## src/rtl/wb_pkg.sv

```systemverilog
// -----------------------------------------------------------------------------
// wb_pkg
// Shared definitions for the writeback stage:
//   XLEN          datapath width (matches the register file)
//   LB..LWU       RISC-V load funct3 encodings
//   wb_entry_t    buffered ALU result {rd, data}
// -----------------------------------------------------------------------------
package wb_pkg;

    localparam int unsigned XLEN = 64;

    localparam logic [2:0] LB  = 3'b000;
    localparam logic [2:0] LH  = 3'b001;
    localparam logic [2:0] LW  = 3'b010;
    localparam logic [2:0] LD  = 3'b011;
    localparam logic [2:0] LBU = 3'b100;
    localparam logic [2:0] LHU = 3'b101;
    localparam logic [2:0] LWU = 3'b110;

    typedef struct packed {
        logic [4:0]      rd;
        logic [XLEN-1:0] data;
    } wb_entry_t;

endpackage

```

## src/rtl/wb_fifo.sv

```systemverilog
// -----------------------------------------------------------------------------
// wb_fifo
// Small synchronous FIFO with asynchronous active-low reset.
// Ports:
//   clk, rst_n     clock / async active-low reset
//   push,push_data enqueue request; ignored while full (even with a pop)
//   pop, pop_data  dequeue request; pop_data shows the head entry
//   full, empty    status from registered state only
//   count          number of stored entries (0..DEPTH)
// DEPTH must be a power of two (>= 2) so the pointers wrap naturally.
// -----------------------------------------------------------------------------
module wb_fifo #(
    parameter int unsigned WIDTH = 69,
    parameter int unsigned DEPTH = 2
) (
    input  logic                     clk,
    input  logic                     rst_n,
    input  logic                     push,
    input  logic [WIDTH-1:0]         push_data,
    input  logic                     pop,
    output logic [WIDTH-1:0]         pop_data,
    output logic                     full,
    output logic                     empty,
    output logic [$clog2(DEPTH):0]   count
);

    localparam int unsigned PTR_W = $clog2(DEPTH);
    localparam int unsigned CNT_W = PTR_W + 1;

    logic [WIDTH-1:0] mem [DEPTH];
    logic [PTR_W-1:0] wr_ptr;
    logic [PTR_W-1:0] rd_ptr;
    logic             do_push;
    logic             do_pop;

    assign full     = (count == CNT_W'(DEPTH));
    assign empty    = (count == '0);
    assign do_push  = push && !full;
    assign do_pop   = pop && !empty;
    assign pop_data = mem[rd_ptr];

    always_ff @(posedge clk or negedge rst_n) begin
        if (!rst_n) begin
            wr_ptr <= '0;
            rd_ptr <= '0;
            count  <= '0;
        end else begin
            if (do_push) wr_ptr <= wr_ptr + 1'b1;
            if (do_pop)  rd_ptr <= rd_ptr + 1'b1;
            case ({do_push, do_pop})
                2'b10:   count <= count + 1'b1;
                2'b01:   count <= count - 1'b1;
                default: count <= count;
            endcase
        end
    end

    // Storage needs no reset: entries are only observable once counted.
    always_ff @(posedge clk) begin
        if (do_push) mem[wr_ptr] <= push_data;
    end

endmodule

```

## src/rtl/writeback_unit.sv

```systemverilog
// -----------------------------------------------------------------------------
// writeback_unit
// Writeback stage feeding the register file write port. Loads (always
// accepted) take priority; ALU results wait in a small FIFO and retire in
// order whenever no load is present. One registered write per cycle.
// Ports:
//   clk, rst_n                      clock / async active-low reset
//   alu_valid/alu_ready/alu_rd/alu_data   ALU result handshake
//   lsu_valid/lsu_rd/lsu_funct3/lsu_addr_lo/lsu_rdata  load return
//   rf_we/rf_rd/rf_wdata            register file write port (registered)
//   wb_idle                         FIFO empty and no write in flight
// Optional: define WRITEBACK_STATS_EN to add stat_retired / stat_alu_stall.
// -----------------------------------------------------------------------------
module writeback_unit
    import wb_pkg::*;
#(
    parameter int unsigned XLEN           = wb_pkg::XLEN,
    parameter int unsigned ALU_FIFO_DEPTH = 2
) (
    input  logic            clk,
    input  logic            rst_n,
    input  logic            alu_valid,
    output logic            alu_ready,
    input  logic [4:0]      alu_rd,
    input  logic [XLEN-1:0] alu_data,
    input  logic            lsu_valid,
    input  logic [4:0]      lsu_rd,
    input  logic [2:0]      lsu_funct3,
    input  logic [2:0]      lsu_addr_lo,
    input  logic [XLEN-1:0] lsu_rdata,
    output logic            rf_we,
    output logic [4:0]      rf_rd,
    output logic [XLEN-1:0] rf_wdata,
    output logic            wb_idle
`ifdef WRITEBACK_STATS_EN
   ,output logic [31:0]     stat_retired,
    output logic [31:0]     stat_alu_stall
`endif
);

    // Byte/half/word are selected by shifting the aligned slot down to bit 0;
    // low offset bits below the access size drop out of the shift amount.
    function automatic logic [XLEN-1:0] load_extract(
        input logic [2:0]      f3,
        input logic [2:0]      o,
        input logic [XLEN-1:0] raw
    );
        logic [XLEN-1:0] b_sh;
        logic [XLEN-1:0] h_sh;
        logic [XLEN-1:0] w_sh;
        logic [XLEN-1:0] res;
        b_sh = raw >> {o, 3'b000};
        h_sh = raw >> {o[2:1], 4'b0000};
        w_sh = raw >> {o[2], 5'b00000};
        case (f3)
            LB:      res = {{(XLEN-8){b_sh[7]}},   b_sh[7:0]};
            LBU:     res = {{(XLEN-8){1'b0}},      b_sh[7:0]};
            LH:      res = {{(XLEN-16){h_sh[15]}}, h_sh[15:0]};
            LHU:     res = {{(XLEN-16){1'b0}},     h_sh[15:0]};
            LW:      res = {{(XLEN-32){w_sh[31]}}, w_sh[31:0]};
            LWU:     res = {{(XLEN-32){1'b0}},     w_sh[31:0]};
            default: res = raw;  // LD and the unused 111 encoding
        endcase
        return res;
    endfunction

    localparam int unsigned CNT_W = $clog2(ALU_FIFO_DEPTH) + 1;

    wb_entry_t        push_entry;
    wb_entry_t        head_entry;
    logic             fifo_full;
    logic             fifo_empty;
    logic [CNT_W-1:0] fifo_count;
    logic             fifo_push;
    logic             fifo_pop;

    logic             sel_valid;
    logic [4:0]       sel_rd;
    logic [XLEN-1:0]  sel_data;
    logic             wr_next;

    assign push_entry = '{rd: alu_rd, data: alu_data};
    assign alu_ready  = !fifo_full;
    assign fifo_push  = alu_valid && alu_ready;
    assign fifo_pop   = !lsu_valid && !fifo_empty;

    wb_fifo #(
        .WIDTH ($bits(wb_entry_t)),
        .DEPTH (ALU_FIFO_DEPTH)
    ) u_alu_fifo (
        .clk       (clk),
        .rst_n     (rst_n),
        .push      (fifo_push),
        .push_data (push_entry),
        .pop       (fifo_pop),
        .pop_data  (head_entry),
        .full      (fifo_full),
        .empty     (fifo_empty),
        .count     (fifo_count)
    );

    always_comb begin
        sel_valid = 1'b0;
        sel_rd    = head_entry.rd;
        sel_data  = head_entry.data;
        if (lsu_valid) begin
            sel_valid = 1'b1;
            sel_rd    = lsu_rd;
            sel_data  = load_extract(lsu_funct3, lsu_addr_lo, lsu_rdata);
        end else if (!fifo_empty) begin
            sel_valid = 1'b1;
        end
    end

    // x0 entries are consumed but never written.
    assign wr_next = sel_valid && (sel_rd != 5'd0);

    always_ff @(posedge clk or negedge rst_n) begin
        if (!rst_n) begin
            rf_we    <= 1'b0;
            rf_rd    <= '0;
            rf_wdata <= '0;
        end else begin
            rf_we <= wr_next;
            if (wr_next) begin
                rf_rd    <= sel_rd;
                rf_wdata <= sel_data;
            end
        end
    end

    assign wb_idle = (fifo_count == '0) && !rf_we;

`ifdef WRITEBACK_STATS_EN
    always_ff @(posedge clk or negedge rst_n) begin
        if (!rst_n) begin
            stat_retired   <= '0;
            stat_alu_stall <= '0;
        end else begin
            if (wr_next)                 stat_retired   <= stat_retired + 32'd1;
            if (alu_valid && !alu_ready) stat_alu_stall <= stat_alu_stall + 32'd1;
        end
    end
`else
    // Statistics counters are not built in this configuration.
`endif

endmodule

```

## config.mk

```make
export PLATFORM = sky130hd
export DESIGN_NAME = writeback_unit
export DESIGN_NICKNAME = d
export VERILOG_FILES = /design/src/rtl/wb_pkg.sv /design/src/rtl/wb_fifo.sv /design/src/rtl/writeback_unit.sv
export SDC_FILE = /design/constraint.sdc
export NUM_CORES = 1
export LEC_CHECK = 0
export ABC_CLOCK_PERIOD_IN_PS = 4400
export CAP_MARGIN = 25
export CORE_ASPECT_RATIO = 1.2
export CORE_MARGIN = 2
export CORE_UTILIZATION = 52
export DETAILED_ROUTE_END_ITERATION = 10
export PLACE_DENSITY = 0.79
export SLEW_MARGIN = 20
export SYNTH_ARGS = -nofsm -noshare
export SYNTH_HDL_FRONTEND = slang
export SYNTH_SLANG_ARGS = --single-unit
```

## constraint.sdc

```tcl
create_clock -name clk -period 4.4 [get_ports clk]
set_input_delay 1.1 -clock clk [delete_from_list [all_inputs] [get_ports clk]]
set_output_delay 1.1 -clock clk [all_outputs]
set_load 0.03 [all_outputs]
```

[After elaboration in Yosys (flattened, before gate mapping)]
Memories as Yosys holds them, arrays and structs flattened.
Index checks and enable logic that the tools add are counted.
Cells by class
  add/subtract/negate cells: 4
  equality and inequality tests: 8
  shift operators: 3
  mux-type cells: 8
  reductions and logical operators: 14
Operators by type and width (number)
  one-hot mux 64 bit (6 select lines): 1
  2-to-1 mux 64 bit: 1
  right shift 64 x 6 -> 16 bit: 1
  right shift 64 x 6 -> 32 bit: 1
  right shift 64 x 6 -> 8 bit: 1
  == test 3 bit (second input constant): 3
  logical AND 1 bit: 6
  2-to-1 mux 5 bit: 1
  nonzero test 5 bit: 1
  == test 2 bit (second input constant): 2
  logical NOT 1 bit: 4
  2-to-1 mux 1 bit: 4
  one-hot mux 2 bit (2 select lines): 1
  == test 3 x 1 -> 1 bit (second input constant): 1
  == test 3 x 2 -> 1 bit (second input constant): 1
  logical NOT 3 bit: 1
  adder 1 bit (second input constant): 2
  adder 2 x 1 -> 2 bit (second input constant): 1
  == test 2 x 1 -> 1 bit (second input constant): 1
  logical NOT 2 bit: 1
  nonzero test 2 bit: 1
  subtractor 2 x 1 -> 2 bit (second input constant): 1
Storage, ports and cells
  register bits: 74
  memory bits (writable): 138
  output and inout bits: 72
  memories kept: 1
Memories
  u_alu_fifo.mem: depth 2, width 69, rd ports 1, clocked after Yosys merged registers in 0, write ports 1, line wb_fifo.sv:30  | logic [WIDTH-1:0] mem [DEPTH];

[Longest topological paths before layout]
Gate-level depths: netlist of the first run.
  depth after elaboration: 6
  gate-level depth with buffers: 9
  depth with buffers taken out: 6

[Modules after synthesis]
From an unflattened synthesis of the first run, not the netlist that was laid out.
Second synthesis, totals
  cell total of the unflattened synthesis: 822
  area total of the unflattened synthesis: 10975.5 sq um
By module, submodules not included
  wb_fifo: times used 1, cells each 233, area each 5527.8 sq um
  writeback_unit: times used 1, cells each 589, area each 5447.7 sq um

[Worst setup path after synthesis of the first run]
No wires, ideal clock.
  path type: input -> register
  start point: input alu_valid
  end point: memory u_alu_fifo.mem[0][0], enable pin
  library setup time: 497 ps
  arrival time: 4089 ps
  data required time: 3903 ps
  setup slack: -185 ps
  stages: 2
  path through: nand2_1 -> nor2_1
On the way
  word-level cells in the longest chain between the ends: 4
RTL lines
  from (decl): line writeback_unit.sv:22  | input logic alu_valid,
  logical AND 1 bit: line writeback_unit.sv:84  | assign fifo_push = alu_valid && alu_ready;
  logical AND 1 bit: line wb_fifo.sv:38  | assign do_push = push && !full;
  2-to-1 mux 1 bit: line wb_fifo.sv:60  | if (do_push) mem[wr_ptr] <= push_data;
  2-to-1 mux 1 bit (not written as such): line wb_fifo.sv:60
  to (decl): line wb_fifo.sv:30
Every way passes these cells.

[Worst setup path after layout of the first run]
  start point: input lsu_addr_lo[1]
  end point: register rf_wdata[20]
On the way
  word-level cells in the longest chain between the ends: 3
RTL lines
  from (decl): line writeback_unit.sv:29  | input logic [2:0] lsu_addr_lo,
  right shift 64 x 6 -> 16 bit / right shift 64 x 6 -> 8 bit (equally long branches): line writeback_unit.sv:53, writeback_unit.sv:52
  one-hot mux 64 bit (6 select lines) (*): line writeback_unit.sv:55  | case (f3)
  2-to-1 mux 64 bit (*): line writeback_unit.sv:106  | if (lsu_valid) begin
  to (signal assigned): line writeback_unit.sv:127  | rf_wdata <= sel_data;
  to (decl): line writeback_unit.sv:33  | output logic [XLEN-1:0] rf_wdata,
Every way passes the cells marked *; elsewhere a longest branch is shown, timed or not.
A chain may end at the register's enable or synchronous reset.

==> run summary, run 1 <==
headroom to the max-slew limit: 0.334
Routed WL: 30000 um
R2R setup slack: 1.19 ns
number of vias per cell: 6.08
multiplexer area fraction after synthesis: 0.183
Slew Viols, Final: 0
Post-CTS Hold Buffers: 0
worst r2r path cells: 7
delay-heaviest family, CP: compound AO/OA/AOI/OAI gates
RSZ-0062 raised after global routing: no
largest net degree at the start of global routing: 75
Final Cycle Share: 0.752
initial DRC count: 809
switching portion of total power: 0.349
number of buffers created by CTS: 21
post-synthesis sequential area ratio: 0.571
Synth Warn #: 0
Final TNS setup: 0 ns
GRT Util Overall: 0.279
Synth-to-Final Area Change: 28.7%
Hold Startpoint: rf_wdata[16]$_DFFE_PN0P_
status: complete, no violations
Fin Clk Skew: 0.00954 ns
Finished Core Util: 0.687
Hold WC Path Type: reg -> reg
post-synthesis cell count: 805
register bit count reported by yosys: 212
Tmin final: 3.31 ns
cts repair resizes: 0
Internal Power: 5.06 mW
Placement Setup Slack: 0.566 ns
Main synth FF type: edfxtp_1
antenna-violating nets left: 0
post-synthesis adder-cell area fraction: 0.00119
nets: 1148
Worst EP required: 4.79 ns
Synth cell types: 55
worst reg2reg startpoint: u_alu_fifo.rd_ptr$_DFFE_PN0P_
Synth Area in Simple Gates: 0.0775
Synth Net Count: 954
HPWL Detailed: 20700 um
worst r2r dst: rf_wdata[58]$_DFFE_PN0P_
Core Area: 19700 um2
cell taking the most area after synthesis: edfxtp_1
largest family of logic cells by synthesized area: multiplexers
DP Area: 12800 um2
post-CTS setup buffers: 0
Reg clk slew, reported paths: 0.07 ns
clk buf depth: 3
initial antenna violation count: 1
Comb power frac: 0.376
CTS tree: built
share of cells above drive strength 1: 0.138
Worst setup SP type: primary input
cell count of the worst hold path: 1
Hold Violations, Final: 0
Crit path buffers/inverters: 1
die area: 21400 um2
Pre-antenna DRT Iters: 5
Synth Area in Compound Gates: 0.120
first-pass GRT wire length: 45900 um
grt ovf: 0
Post-synth EDFFs: 138
Port Buffers: 219
static leakage: 5.34 nW
Clock Power Share: 0.223
Clk Latency, worst-skew pair: 0.50 ns
Wirelength per Cell: 23.6 um
fin area: 13500 um2
Slew @ Worst Pin: 0.997 ns
vias: 7758
critical path endpoint category: register
Hold Path End: rf_wdata[16]$_DFFE_PN0P_
starting density of the core: 0.534
Fmax: 0.302 GHz
Area contributors post-synth: edfxtp_1 (39%), dfrtp_1 (18%), mux2i_1 (8.4%)
maxcap violations: 0
die height: 160 um
Worst Slack Setup Final: 1.09 ns
count leader, synth: edfxtp_1
part of the power in registers: 0.401
Post-synth top cells: edfxtp_1 (138), mux2i_1 (88), dfrtp_1 (74)
Final GP Congestion: 0.912
Core Rows: 56
maximum vdd drop: 0.430 mV
Syn Std Cell Area: 10500 um2
XOR/XNOR Fraction of Synth Area: 0.00417
critical path's largest stage delay: 0.72 ns
IO Pins: 220
Sink Count: 212
# setup viols final: 0
async set-reset flop share out of synthesis: 0.349
Max stage delay cell, worst path: clkdlybuf4s50_1
vias in the first global route: 7855
switching power: 2.71 mW
Root Buffer Master: clkbuf_16
crit path max fanout: 12
Die W: 134 um
Synth Area per Inst: 13.0 um2
CP arrival: 3.70 ns
critical path class: in -> reg
top cell type's share of synthesized area: 0.394
H-tree lvl count: 1
residual DRC count: 0
pwr dens: 575 nW/um2
CP Cell Sequence: clkdlybuf4s50_1, mux4_2, o221ai_1, o31a_1, o21ai_0, a32o_1
[cell type report]
cell class              instances  area (um2)
diodes                          1        2.50
fillers                      1439        6170
repair buffers                235        2310
inverters                      43         161
well taps                     261         327
flip-flops and latches        212        6000
clock buffers                  29         586
multi-input cells             486        4070
clock inverters                 8        63.8
[worst max path at each step]
stage,from,end,depth (start not counted)
final,lsu_addr_lo[1],rf_wdata[20]$_DFFE_PN0P_,6
after global routing,lsu_addr_lo[1],rf_wdata[44]$_DFFE_PN0P_,8
after CTS,lsu_addr_lo[1],rf_wdata[44]$_DFFE_PN0P_,8
after detailed placement,lsu_addr_lo[1],rf_wdata[43]$_DFFE_PN0P_,8
after global placement,lsu_addr_lo[1],rf_wdata[16]$_DFFE_PN0P_,6
after floorplan,alu_valid,u_alu_fifo.mem[0][0]$_DFFE_PP_,2
[cells in the final DEF (no fill, tap or decap), drive strengths merged, types with 3 or more instances in the layout]
master and count:
edfxtp 138, or2 3, a32o 13, clkinv 8
clkdlybuf4s50 214, nor3 3, a21oi 18, o21ai 37
and3 33, clkbuf 29, mux4 15, buf 21
nand3 5, o31ai 14, nor2 12, xnor2 3
inv 42, dfrtp 74, a2bb2oi 3, nand2b 42
o22ai 8, mux2 62, a211oi 14, nand2 18
a211o 3, o2111ai 3, and2 11, nor2b 10
o221ai 42, mux2i 88
[metrics by stage]
| stage | hold slack (ns) | total power [mW] | std cells |
|---|---|---|---|
| finish | 0.500 | 7.77 | 1275 |
| global route | 0.526 | 8.11 | 1275 |
| CTS | 0.503 | 7.79 | 1273 |
| detailed placement | 0.489 | 6.07 | 1236 |
| global placement | 0.477 | 6.00 | 1236 |
| floorplan | 0.479 | 4.89 | 805 |
[metal layers]
layer  part of all wire  track usage  routed length (um)  vias to the layer above
met5                  0            0                   0                        -
met1               0.40        0.383               11900                     3814
li1                   -            -                   -                     3480
met2               0.48        0.450               14600                      394
met3              0.080       0.0483                2400                       70
met4              0.039        0.100                1160                        0
[power by group through the flow]
stage          sequential [mW]  clock [mW]  combinational [mW]
4_1_cts                   3.12        1.75                2.92
2_1_floorplan             3.57           0                1.32
5_1_grt                   3.17        1.84                3.10
6_report                  3.12        1.73                2.93
3_5_place_dp              3.15           0                2.92
3_3_place_gp              3.14           0                2.87
[state kept, by name (all words and copies together), names as in the netlist]
register / flops
u_alu_fifo.mem: 138
u_alu_fifo.count: 2
u_alu_fifo.wr_ptr: 1
u_alu_fifo.rd_ptr: 1
rf_rd: 5
rf_wdata: 64
rf_we: 1
[worst register-to-register path, stage by stage, from the launching register on]
cell and delay, ns:
dfrtp_4 0.78, mux2i_1 0.16, o21ai_0 0.40, or3_1 0.20
o21ai_2 0.06, inv_2 0.72, buf_4 0.52, mux2i_1 0.27
[kinds of logic after synthesis]
kind of cell / after synthesis
AO/OA/AOI/OAI: 172
adder cells (fa/ha/maj): 1
flip-flops: 212
XOR/XNOR: 5
multiplexers: 165
buffers and inverters: 107
AND/OR/NAND/NOR: 143
(Power assumes the default switching activity.)
==> run 2: changes to the inputs <==
- ABC_CLOCK_PERIOD_IN_PS: 4400 -> 2750
- CORE_UTILIZATION: 52 -> 47
- PLACE_DENSITY: 0.79 -> 0.75
- clock period: 4.4 -> 2.75 ns (I/O delays scaled with it)
==> run 2 against run 1 <==
Effect of this change: global-route usage fell by 1.9 points; die area rose by 10%; clock skew rose by 0.0080 ns; setup slack got worse by 0.87 ns; critical endpoint is now wb_idle; cell area rose by 3.2%; non-clock buffer count rose by 40; first-iteration DRC count fell by 20%; largest cell class unchanged; highest routed layer unchanged.
==> run summary, run 2 (same netlist as run 1, synthesis figures left out) <==
status: complete, no violations
Core Rows: 59
grt ovf: 0
first-pass GRT wire length: 47200 um
initial DRC count: 648
footprint of the multi-input gates: 4070 um2
Clk Latency, worst-skew pair: 0.50 ns
Root Buffer Master: clkbuf_16
max reg flops: 138
PnR Total Power: 12.6 mW
Slew Viols, Final: 0
DP Area: 13300 um2
HPWL Detailed: 22400 um
RSZ-0062 raised after global routing: no
Final TNS setup: 0 ns
antenna-violating nets left: 0
Worst EP required: 2.06 ns
number of buffers created by CTS: 21
Largest regs: u_alu_fifo.mem: 138 flops, rf_wdata: 64 flops, rf_rd: 5 flops
H-tree lvl count: 1
critical path endpoint category: output port
maximum vdd drop: 0.596 mV
vias in the first global route: 7976
largest net degree at the start of global routing: 71
Pre-antenna DRT Iters: 5
residual DRC count: 0
Final Cycle Share: 0.920
pwr dens: 901 nW/um2
Routed WL: 31000 um
post-CTS setup buffers: 0
# setup viols final: 0
Top Layer Used: met4
static leakage: 5.57 nW
most frequent cells in the layout: clkdlybuf4s50_1 (214), edfxtp_1 (138), mux2i_1 (88)
Reg clk slew, reported paths: 0.06 ns
Fmax: 0.395 GHz
Port Buffers: 219
met3 wire length: 2290 um
Sink Count: 212
IO Pins: 220
Top reg by flops: u_alu_fifo.mem
maxcap violations: 0
total area of sequential cells: 6000 um2
die height: 168 um
nets: 1188
Final GP Congestion: 0.909
Tmin final: 2.53 ns
CTS tree: built
routed length on met1: 12500 um
headroom to the max-slew limit: 0.632
fin area: 14000 um2
critical path class: reg -> out
die area: 23600 um2
number of vias per cell: 5.91
met2 WL: 15000 um
clk buf depth: 3
Die W: 140 um
CP arrival: 1.84 ns
Worst setup SP type: register
Post-CTS Hold Buffers: 0
Slew @ Worst Pin: 0.547 ns
Synth-to-Final Area Change: 32.8%
crit path max fanout: 4
cts repair resizes: 0
fill count: 1715
GRT Util Overall: 0.260
Wirelength per Cell: 23.3 um
initial antenna violation count: 2
Hold WC Path Type: in -> async
share of cells above drive strength 1: 0.166
Min Hold Slack: 0.163 ns
commonest non-fill, non-tap cell in the layout: clkdlybuf4s50_1
Fin Clk Skew: 0.0175 ns
starting density of the core: 0.481
Hold Violations, Final: 0
Core Area: 21900 um2
vias: 7860
run 2: path summary, 6_finish.rpt:
kind                                                      start                        to  slack [ns]  cells after the start
worst max-delay path            u_alu_fifo.count[1]$_DFFE_PN0P_                   wb_idle        0.22                      2
worst min-delay path                                      rst_n           rf_we$_DFF_PN0_        0.16                      1
worst max register to register    u_alu_fifo.rd_ptr$_DFFE_PN0P_  rf_wdata[29]$_DFFE_PN0P_        0.49                      5
worst min register to register         rf_wdata[31]$_DFFE_PN0P_  rf_wdata[31]$_DFFE_PN0P_        0.50                      1
max in group asynchronous                                 rst_n  rf_wdata[58]$_DFFE_PN0P_        1.98                      2
min in group clk                       rf_wdata[31]$_DFFE_PN0P_  rf_wdata[31]$_DFFE_PN0P_        0.50                      1
run 2: per-stage QoR:
| step | setup WS [ns] | util | cells |
|---|---|---|---|
| floorplan | 0.307 | - | 805 |
| global placement | -0.0913 | 0.609 | 1290 |
| detailed placement | -0.146 | 0.609 | 1290 |
| CTS | 0.200 | 0.638 | 1327 |
| global route | 0.162 | 0.639 | 1329 |
| finish | 0.221 | 0.639 | 1329 |
run 2: power by group:
group | internal, mW | switching, mW | leakage (nW)
Sequential | 4.43 | 0.458 | 2.16
Clock | 1.57 | 1.16 | 0.314
Combinational | 2.22 | 2.74 | 3.09
run 2: layout make-up:
cell class | count | area share
Sequential cell | 212 | 0.430
Inverter | 43 | 0.0116
Antenna cell | 2 | 0.000359
Timing Repair Buffer | 275 | 0.196
Clock buffer | 28 | 0.0417
Tap cell | 274 | 0.0246
Clock inverter | 9 | 0.00439
Multi-Input combinational cell | 486 | 0.292
run 2: layer usage:
metal  global-route usage  up-vias
met3               0.0452       74
li1                     -     3572
met1                0.350     3867
met5                    0        -
met4                0.105        0
met2                0.422      347
run 2: worst max-delay path: stages, from the launching register on:
cell and delay, ns:
dfrtp_1 0.42, nor3_1 0.19, clkdlybuf4s50_1 0.73
==> run 3: changes to the inputs <==
- GPL_TIMING_DRIVEN: unset -> 0
==> run 3 against run 2 <==
Effect of this change: maximum frequency shrank 4.2%; setup slack worse by 0.11 ns; critical path depth rose by 7; cell count rose by 0.98%; total power up 0.45%; sequential share of layout area rose by 0.31 points; non-clock buffer count up 12; cell area shrank 0.79%; via count rose by 3.0%; core utilization is 0.50 points lower.
==> run summary, run 3 (same netlist as run 1, synthesis figures left out) <==
max reg flops: 138
Critical Path Stages: 9
nets: 1200
number of vias per cell: 6.03
vias in the first global route: 8110
DP Area: 13200 um2
PnR Total Power: 12.6 mW
R2R setup slack: 0.33 ns
worst r2r path cells: 9
RSZ-0062 raised after global routing: no
Worst EP required: 3.12 ns
critical path's largest stage delay: 0.59 ns
Final GP Congestion: 0.995
worst reg2reg startpoint: u_alu_fifo.rd_ptr$_DFFE_PN0P_
Largest regs: u_alu_fifo.mem: 138 flops, rf_wdata: 64 flops, rf_rd: 5 flops
share of cells above drive strength 1: 0.144
Core Area: 21900 um2
Core Rows: 59
Top reg by flops: u_alu_fifo.mem
Port Buffers: 217
HPWL Detailed: 24600 um
Routed WL: 33100 um
Wirelength per Cell: 24.6 um
starting density of the core: 0.481
Root Buffer Master: clkbuf_16
CTS tree: built
Fmax: 0.379 GHz
total area of sequential cells: 6000 um2
initial DRC count: 753
die height: 168 um
fill count: 1680
delay-heaviest family, CP: buffers and inverters
Max stage delay cell, worst path: clkdlybuf4s50_1
maxcap violations: 0
vias: 8095
maximum vdd drop: 0.629 mV
first-pass GRT wire length: 48900 um
Slew Viols, Final: 0
Placement Setup Slack: -0.801 ns
Finished Layout Cells: 1342
Hold Violations, Final: 0
Pre-antenna DRT Iters: 5
Final TNS setup: 0 ns
# setup viols final: 0
Synth-to-Final Area Change: 31.8%
grt ovf: 0
Crit path buffers/inverters: 5
IO Pins: 220
Clk Latency, worst-skew pair: 0.51 ns
Hold WC Path Type: in -> async
CP Cell Sequence: clkdlybuf4s50_1, clkbuf_4, o21ai_0, or2_2, o21ai_4, inv_2, buf_6, buf_2, mux2i_1
crit path max fanout: 10
largest net degree at the start of global routing: 45
Slew @ Worst Pin: 1.02 ns
antenna-violating nets left: 0
footprint of the multi-input gates: 4090 um2
Worst Slack Setup Final: 0.111 ns
Tmin final: 2.64 ns
die area: 23600 um2
initial antenna violation count: 1
critical path endpoint category: register
clk buf depth: 3
Worst setup SP type: primary input
most frequent cells in the layout: clkdlybuf4s50_1 (216), edfxtp_1 (138), mux2i_1 (88)
Reg clk slew, reported paths: 0.06 ns
CP arrival: 3.01 ns
critical path class: in -> reg
Sink Count: 212
commonest non-fill, non-tap cell in the layout: clkdlybuf4s50_1
pwr dens: 912 nW/um2
Die W: 140 um
residual DRC count: 0
Fin Clk Skew: 0.0115 ns
Inst Count DP: 1301
fin area: 13800 um2
static leakage: 5.45 nW
headroom to the max-slew limit: 0.320
GRT Util Overall: 0.275
worst r2r dst: rf_wdata[58]$_DFFE_PN0P_
H-tree lvl count: 1
Final Cycle Share: 0.960
number of buffers created by CTS: 21
status: complete, no violations
==> run 3: cell count changes in the layout (fill, tap and decap cells not counted), sizes merged <==
cell,previous run,this run
buf,61,32
clkbuf,28,63
clkdlybuf4s50,214,216
clkinv,9,11
clkinvlp,0,2
inv,42,43
==> run 3: worst max path at each step <==
stage	slack, ns	end	startpoint
global placement	-1.98	rf_wdata[58]$_DFFE_PN0P_	rst_n
floorplan	0.31	rf_wdata[43]$_DFFE_PN0P_	lsu_addr_lo[2]
global route	0.004	rf_wdata[58]$_DFFE_PN0P_	lsu_valid
detailed placement	-0.80	u_alu_fifo.count[1]$_DFFE_PN0P_	lsu_valid
finish	0.11	rf_wdata[58]$_DFFE_PN0P_	lsu_valid
CTS	-0.05	rf_wdata[58]$_DFFE_PN0P_	lsu_valid
==> run 3: final cells by class <==
type	instances	share of cell area
diodes	2	0.000362
plain buffers	64	0.0222
clock buffers	24	0.0388
clock inverters	14	0.00678
inverters	43	0.0119
multi-input cells	486	0.295
flip-flops and latches	212	0.433
well taps	274	0.0248
repair buffers	223	0.167
==> run 3: routing by layer <==
layer  wire [um]  global-route usage  share of wire  up-vias
li1            -                   -              -     3591
met3        2560              0.0486          0.077       66
met2       16200               0.457           0.49      392
met4        1070               0.102          0.032        0
met5           0                   0              0        -
met1       13200               0.364           0.40     4046
==> run 3: report_power, final <==
part	switching, mW	leakage (nW)	total (mW)	internal, mW
registers	0.432	2.17	4.86	4.42
clock network	1.22	0.310	2.71	1.50
logic	2.85	2.98	5.06	2.21
total	4.50	5.45	12.6	8.13
==> run 3: through the flow <==
| stage | hold slack (ns) | utilization |
|---|---|---|
| global placement | 0.478 | 0.596 |
| detailed placement | 0.482 | 0.602 |
| CTS | 0.135 | 0.632 |
| finish | 0.122 | 0.634 |
| floorplan | 0.392 | - |
| global route | 0.155 | 0.633 |
==> run 3: repair_timing <==
item / 4_1_cts / 5_1_grt
hold buffers: 0 / 0
cloned: 0 / 0
endpoints found under the setup margin: 23 / 54
gates resized for setup: 5 / 14
setup buffers: 0 / 1
